$ cat src/rtl/iiitb_countdown_timer_if.sv
// Control, preset and readout bundle of the BCD HH:MM:SS countdown timer.
// The master side drives load/run and the preset digits and observes the time and status.
// The slave side is the timer itself.
interface iiitb_countdown_timer_if;
    // control
    logic       load;
    logic       run;
    // preset digits (BCD)
    logic [3:0] p_hrm;
    logic [3:0] p_hrl;
    logic [3:0] p_minm;
    logic [3:0] p_minl;
    logic [3:0] p_secm;
    logic [3:0] p_secl;
    // remaining time (BCD), same six-nibble layout as the RTC readout
    logic [3:0] hrm;
    logic [3:0] hrl;
    logic [3:0] minm;
    logic [3:0] minl;
    logic [3:0] secm;
    logic [3:0] secl;
    // status
    logic       busy;
    logic       done;
    logic       expired;
    logic       load_err;

    modport master (
        output load, run, p_hrm, p_hrl, p_minm, p_minl, p_secm, p_secl,
        input  hrm, hrl, minm, minl, secm, secl, busy, done, expired, load_err
    );

    modport slave (
        input  load, run, p_hrm, p_hrl, p_minm, p_minl, p_secm, p_secl,
        output hrm, hrl, minm, minl, secm, secl, busy, done, expired, load_err
    );
endinterface

$ cat src/rtl/iiitb_countdown_timer.sv
// BCD HH:MM:SS countdown timer. Loads a preset, decrements one second per clk_1hz edge
// while run is high, pulses done when it reaches 00:00:00 and optionally reloads the preset.
// Digit nibble index 0 = secl ... 5 = hrm throughout.
module iiitb_countdown_timer #(
    parameter int HR_MAX      = 23,
    parameter int AUTO_RELOAD = 0
) (
    input logic                   clk_1hz,
    input logic                   rst,
    iiitb_countdown_timer_if.slave bus
);

    typedef enum logic [1:0] {
        S_IDLE,
        S_RUN,
        S_PAUSE,
        S_EXPIRED
    } state_t;

    // Wrap value of each digit when it borrows (seconds/minutes tens wrap to 5).
    function automatic logic [3:0] digit_max(input int idx);
        case (idx)
            1, 3:    return 4'd5;
            default: return 4'd9;
        endcase
    endfunction

    logic [5:0][3:0] r_digits;
    logic [5:0][3:0] r_reload;
    state_t          r_state;
    logic            r_done;
    logic            r_load_err;
    logic            r_busy;
    logic            r_expired;

    logic [5:0][3:0] w_preset;
    logic [5:0][3:0] w_dec;
    logic [5:0]      w_borrow;
    logic [5:0][3:0] w_digits_next;
    logic [5:0][3:0] w_reload_next;
    state_t          w_state_next;
    logic            w_done_next;
    logic            w_load_err_next;
    logic            w_zero;
    logic            w_dec_zero;
    logic            w_preset_legal;
    logic [7:0]      w_preset_hours;

    assign w_preset = {bus.p_hrm, bus.p_hrl, bus.p_minm, bus.p_minl, bus.p_secm, bus.p_secl};

    // Hours are checked as a decimal value so HR_MAX may be any limit up to 99.
    assign w_preset_hours = ({4'd0, bus.p_hrm} * 8'd10) + {4'd0, bus.p_hrl};
    assign w_preset_legal = (bus.p_secl <= 4'd9) && (bus.p_secm <= 4'd5) &&
                            (bus.p_minl <= 4'd9) && (bus.p_minm <= 4'd5) &&
                            (bus.p_hrl  <= 4'd9) && (w_preset_hours <= 8'(HR_MAX));

    assign w_zero     = (r_digits == '0);
    assign w_dec_zero = (w_dec == '0);

    // Borrow ripples upward: a digit steps only when every lower digit is zero.
    // The top digit never wraps in practice because a step is only taken when T != 0.
    assign w_borrow[0] = 1'b1;
    generate
        for (genvar gi = 1; gi < 6; gi++) begin : g_borrow
            assign w_borrow[gi] = w_borrow[gi-1] & (r_digits[gi-1] == 4'd0);
        end
        for (genvar gi = 0; gi < 6; gi++) begin : g_dec
            assign w_dec[gi] = !w_borrow[gi]          ? r_digits[gi] :
                               (r_digits[gi] == 4'd0) ? digit_max(gi) :
                                                        r_digits[gi] - 4'd1;
        end
    endgenerate

    // Next-state decision: load beats everything, then expiry/reload, then step, then pause.
    always_comb begin
        w_digits_next   = r_digits;
        w_reload_next   = r_reload;
        w_state_next    = r_state;
        w_done_next     = 1'b0;
        w_load_err_next = r_load_err;
        if (bus.load) begin
            if (w_preset_legal) begin
                w_digits_next   = w_preset;
                w_reload_next   = w_preset;
                w_state_next    = S_IDLE;
                w_load_err_next = 1'b0;
            end else begin
                w_load_err_next = 1'b1;
            end
        end else if (r_state == S_EXPIRED) begin
            // A zero reload value would expire again immediately, so it simply holds.
            if ((AUTO_RELOAD != 0) && (r_reload != '0)) begin
                w_digits_next = r_reload;
                w_state_next  = bus.run ? S_RUN : S_PAUSE;
            end
        end else if (bus.run) begin
            // With T already zero in IDLE/PAUSE nothing happens: no spurious done.
            if (!w_zero) begin
                w_digits_next = w_dec;
                if (w_dec_zero) begin
                    w_state_next = S_EXPIRED;
                    w_done_next  = 1'b1;
                end else begin
                    w_state_next = S_RUN;
                end
            end
        end else if (r_state == S_RUN) begin
            w_state_next = S_PAUSE;
        end
    end

    // Timer FSM with registered time, reload value and status outputs.
    always_ff @(posedge clk_1hz) begin
        if (rst) begin
            r_digits   <= '0;
            r_reload   <= '0;
            r_state    <= S_IDLE;
            r_done     <= 1'b0;
            r_load_err <= 1'b0;
            r_busy     <= 1'b0;
            r_expired  <= 1'b0;
        end else begin
            r_digits   <= w_digits_next;
            r_reload   <= w_reload_next;
            r_state    <= w_state_next;
            r_done     <= w_done_next;
            r_load_err <= w_load_err_next;
            r_busy     <= (w_state_next == S_RUN);
            r_expired  <= (w_state_next == S_EXPIRED);
        end
    end

    assign bus.hrm      = r_digits[5];
    assign bus.hrl      = r_digits[4];
    assign bus.minm     = r_digits[3];
    assign bus.minl     = r_digits[2];
    assign bus.secm     = r_digits[1];
    assign bus.secl     = r_digits[0];
    assign bus.busy     = r_busy;
    assign bus.done     = r_done;
    assign bus.expired  = r_expired;
    assign bus.load_err = r_load_err;

endmodule

$ cat src/flat_wrapper.sv
// flat-port wrapper written by rule: the top's interface ports become plain ports
module iiitb_countdown_timer_flat 
#(
    parameter int HR_MAX      = 23,
    parameter int AUTO_RELOAD = 0
)
  (clk_1hz, rst, bus_load, bus_run, bus_p_hrm, bus_p_hrl, bus_p_minm, bus_p_minl, bus_p_secm, bus_p_secl, bus_hrm, bus_hrl, bus_minm, bus_minl, bus_secm, bus_secl, bus_busy, bus_done, bus_expired, bus_load_err);
  iiitb_countdown_timer_if bus_i ();
  input logic clk_1hz;
  input logic rst;
  input wire logic [$bits(bus_i.load)-1:0] bus_load;
  input wire logic [$bits(bus_i.run)-1:0] bus_run;
  input wire logic [$bits(bus_i.p_hrm)-1:0] bus_p_hrm;
  input wire logic [$bits(bus_i.p_hrl)-1:0] bus_p_hrl;
  input wire logic [$bits(bus_i.p_minm)-1:0] bus_p_minm;
  input wire logic [$bits(bus_i.p_minl)-1:0] bus_p_minl;
  input wire logic [$bits(bus_i.p_secm)-1:0] bus_p_secm;
  input wire logic [$bits(bus_i.p_secl)-1:0] bus_p_secl;
  output wire logic [$bits(bus_i.hrm)-1:0] bus_hrm;
  output wire logic [$bits(bus_i.hrl)-1:0] bus_hrl;
  output wire logic [$bits(bus_i.minm)-1:0] bus_minm;
  output wire logic [$bits(bus_i.minl)-1:0] bus_minl;
  output wire logic [$bits(bus_i.secm)-1:0] bus_secm;
  output wire logic [$bits(bus_i.secl)-1:0] bus_secl;
  output wire logic [$bits(bus_i.busy)-1:0] bus_busy;
  output wire logic [$bits(bus_i.done)-1:0] bus_done;
  output wire logic [$bits(bus_i.expired)-1:0] bus_expired;
  output wire logic [$bits(bus_i.load_err)-1:0] bus_load_err;
  assign bus_i.load = bus_load;
  assign bus_i.run = bus_run;
  assign bus_i.p_hrm = bus_p_hrm;
  assign bus_i.p_hrl = bus_p_hrl;
  assign bus_i.p_minm = bus_p_minm;
  assign bus_i.p_minl = bus_p_minl;
  assign bus_i.p_secm = bus_p_secm;
  assign bus_i.p_secl = bus_p_secl;
  assign bus_hrm = bus_i.hrm;
  assign bus_hrl = bus_i.hrl;
  assign bus_minm = bus_i.minm;
  assign bus_minl = bus_i.minl;
  assign bus_secm = bus_i.secm;
  assign bus_secl = bus_i.secl;
  assign bus_busy = bus_i.busy;
  assign bus_done = bus_i.done;
  assign bus_expired = bus_i.expired;
  assign bus_load_err = bus_i.load_err;
  iiitb_countdown_timer #(.HR_MAX(HR_MAX), .AUTO_RELOAD(AUTO_RELOAD)) u_core (.clk_1hz(clk_1hz), .rst(rst), .bus(bus_i));
endmodule
$ cat config.mk
export PLATFORM = sky130hd
export DESIGN_NAME = iiitb_countdown_timer_flat
export DESIGN_NICKNAME = d
export VERILOG_FILES = /design/src/rtl/iiitb_countdown_timer_if.sv /design/src/rtl/iiitb_countdown_timer.sv /design/src/flat_wrapper.sv
export SDC_FILE = /design/constraint.sdc
export NUM_CORES = 1
export LEC_CHECK = 0
export CAP_MARGIN = 20
export CORE_MARGIN = 1.5
export CORE_UTILIZATION = 40
export CTS_BUF_LIST = sky130_fd_sc_hd__clkbuf_8
export DETAILED_ROUTE_END_ITERATION = 16
export PLACE_DENSITY = 0.67
export RECOVER_POWER = 25
export SETUP_SLACK_MARGIN = 0.5
export SLEW_MARGIN = 20
export SYNTH_ARGS = -nofsm -noshare
export SYNTH_HDL_FRONTEND = slang
export SYNTH_SLANG_ARGS = --single-unit
$ cat constraint.sdc
create_clock -name clk_1hz -period 8.3 [get_ports clk_1hz]
set_clock_uncertainty 0.15 [all_clocks]
set_input_delay 1.66 -clock clk_1hz [delete_from_list [all_inputs] [get_ports clk_1hz]]
set_output_delay 1.66 -clock clk_1hz [all_outputs]
set_load 0.02 [all_outputs]
==> results.sh <==
export IMPL_first_pass_iters=5
export IMPL_ant_nets=0
export IMPL_die_h_um=78.3
export IMPL_hold_path_cell_count=2
export IMPL_crit_path_start_kind="primary input"
export IMPL_hold_buffers=0
export IMPL_fin_nets=371
export IMPL_ys_warn_count=0
export IMPL_tightestPinTransition_ns=0.941
export IMPL_max_freq_ghz=0.187
export IMPL_n_antenna_cell=0
export IMPL_grt_start_max_net_pins=29
export IMPL_slew_violations=0
export IMPL_synth_area_leaders="dfxtp_1 (26%), a21oi_1 (4.4%), nand2_1 (4.0%)"
export IMPL_grt_pass1_wl_mm=11.1
export IMPL_maxCapViolations=0
export IMPL_rr_startpoint="u_core.bus.secl[0]"
export IMPL_r2r_slack_ns=5.18
export IMPL_syn_num_nets=323
export IMPL_die_w_um=78.3
export IMPL_cts_tree="done"
export IMPL_cts_sinks=30
export IMPL_regToRegEndpoint="u_core.bus.secl[2]"
export IMPL_hold_end="u_core.bus.load_err"
export IMPL_grt_usage=0.230
export IMPL_rsz0062_at_grt="no"
export IMPL_p_leak_nw=1.11
export IMPL_drive_above_1_share=0.0659
export IMPL_antenna_found_initial=0
export IMPL_clockBufferDepth=2
export IMPL_dominantRegCellSynth="dfxtp_1"
export IMPL_grt_pass1_vias=2265
export IMPL_p_total_w=0.000744
export IMPL_io_pins=56
export IMPL_synth_cell_types=66
export IMPL_clkLatencyLatePin_ns=0.29
export IMPL_critPathMaxFanout=7
export IMPL_avgSynthCellArea_sq_um=7.93
export IMPL_wire_per_inst_um=16.7
export IMPL_initial_core_util=0.414
export IMPL_seq_area_frac_synth=0.265
export IMPL_core_area_sq_um=5470
export IMPL_finalHoldViolations=0
export IMPL_grt_overflow_total=0
export IMPL_cts_setup_buffers=0
export IMPL_synth_edf_count=0
export IMPL_area_growth_pct=30.7
export IMPL_hold_class="flip-flop to flip-flop"
export IMPL_portBuffers=55
export IMPL_power_density_nw_per_um2=251
export IMPL_cp_required_ns=8.36
export IMPL_syn_inst=286
export IMPL_synth_top_area_frac=0.265
export IMPL_outcome="finished, final reports clean"
export IMPL_htree_levels=2
export IMPL_cts_root_buf="clkbuf_8"
export IMPL_end_kind="flip-flop"
export IMPL_yosysTopAreaCell="dfxtp_1"
export IMPL_synth_most_common_cell="dfxtp_1"
export IMPL_place_gp_congestion=0.868
export IMPL_vias_per_cell=6.12
export IMPL_arrival_ns=5.42
export IMPL_route_vias_total=2485
export IMPL_dpl_hpwl_mm=4.68
export IMPL_fin_crit_sh=0.646
export IMPL_fin_crit_ns=5.36
export IMPL_clkTransAtPathRegs_ns=0.06
export IMPL_drt_iter0_markers=283
export IMPL_reg2reg_depth=6
export IMPL_max_slew_margin_rel=0.370
export IMPL_crit_type="primary input to flip-flop"
export IMPL_totalWireLength_mm=6.79
export IMPL_irDropWorstVdd_mv=0.134
export IMPL_ctsResizeCount=0
export IMPL_hold_start="u_core.bus.load_err"
export IMPL_cts_buffers_inserted=5
export IMPL_tns_ns=0
export IMPL_synth_seq_cells=30
export IMPL_ys_top_cells_by_count="dfxtp_1 (30), nand2_1 (24), nor2_1 (24)"
export IMPL_rows=27
export IMPL_setup_viol=0
export IMPL_drc=0
export IMPL_synth_area_sq_um=2270
export IMPL_holdWs_ns=0.340
export IMPL_synth_async_sr_flop_share=0
export IMPL_die_area_sq_um=6130
## flip-flops by register name, indices dropped and copies added, names as in the netlist, 2 cells and up
signal	cells
u_core.bus.hrm	4
u_core.bus.secl	4
u_core.bus.minm	4
u_core.bus.secm	4
u_core.r_state	2
u_core.bus.minl	4
u_core.bus.hrl	4
## worst max-delay path: stages
cell and delay, ns:
clkdlybuf4s50_1 0.59, ha_1 0.28, ha_1 0.23, fa_1 0.55, or4_1 0.54, a41o_1 0.25, a2111oi_2 0.85, o21ai_0 0.26
a31oi_1 0.21
## placed cells by master (no fill, tap or decap), types with 3 or more instances in the layout
| cell type | n |
|---|---|
| clkdlybuf4s50_1 | 41 |
| dfxtp_1 | 30 |
| nor2_1 | 24 |
| nand2_1 | 24 |
| a21oi_1 | 20 |
| dlygate4sd3_1 | 14 |
| nor3_1 | 13 |
| o21ai_0 | 13 |
| nand3_1 | 12 |
| o22ai_1 | 8 |
| a31oi_1 | 8 |
| inv_1 | 7 |
| ha_1 | 7 |
| nor4_1 | 6 |
| clkbuf_8 | 6 |
| o21a_1 | 5 |
| nand2b_1 | 5 |
| a22oi_1 | 5 |
| or4_1 | 4 |
| nand4_1 | 4 |
| nor2b_1 | 4 |
| o2bb2ai_1 | 4 |
| o31ai_1 | 4 |
| and2_1 | 3 |
| a21o_1 | 3 |
| o211ai_1 | 3 |
| a211oi_1 | 3 |
| and3_1 | 3 |
| o221ai_1 | 3 |
| buf_4 | 3 |
## through the flow
stage | cell area (sq um) | worst slack (ns) | utilization | cells
after floorplan | 2270 | 3.66 | - | 286
after global placement | 2840 | 2.58 | 0.519 | 398
after detailed placement | 2840 | 2.46 | 0.519 | 398
after CTS | 2950 | 2.76 | 0.539 | 405
after global routing | 2960 | 2.74 | 0.541 | 406
final | 2960 | 2.94 | 0.541 | 406
## where the power goes
part / switching, W / leakage [nW] / total [W] / internal [W]
Combinational: 0.000235 / 0.810 / 0.000390 / 0.000154
Sequential: 0.0000342 / 0.244 / 0.000201 / 0.000167
Clock: 0.0000576 / 0.0573 / 0.000154 / 0.0000960
## area by class of cell
| class | instances | area (sq um) |
|---|---|---|
| Sequential cell | 30 | 601 |
| Timing Repair Buffer | 59 | 584 |
| Clock buffer | 6 | 82.6 |
| Inverter | 8 | 30.0 |
| Multi-Input combinational cell | 230 | 1550 |
| Tap cell | 72 | 90.1 |
| Clock inverter | 1 | 30.0 |
| Fill cell | 543 | 2510 |
## routing by layer
layer,global-route usage,wire length [um],vias to the layer above
met2,0.375,3230,110
met4,0.0732,74,0
met1,0.301,3010,1165
li1,-,-,1201
met3,0.0488,477,9
met5,0,0,-
## worst max-delay path by stage
stage	start	endpoint	slack, ns
6_report	bus_p_hrm[3]	u_core.bus.secl[2]	2.94
5_1_grt	bus_p_hrm[3]	u_core.bus.secl[2]	2.74
2_1_floorplan	bus_p_hrm[1]	u_core.bus.secl[3]	3.66
3_5_place_dp	bus_p_hrm[3]	u_core.bus.secm[1]	2.46
3_3_place_gp	bus_p_hrm[3]	u_core.bus.hrl[1]	2.58
4_1_cts	bus_p_hrm[3]	u_core.bus.secl[1]	2.76
## logic make-up (layout without fill, tap and decap cells)
kind of cell	Yosys count	in the layout	share of synthesized area
AO/OA/AOI/OAI	103	103	0.332
XOR/XNOR	2	2	0.00773
adder cells (fa/ha/maj)	9	9	0.0563
buffers and inverters	26	74	0.0535
multiplexers	3	3	0.0138
flip-flops	30	30	0.265
AND/OR/NAND/NOR	113	113	0.272
Power figures use the tool's default switching activity.
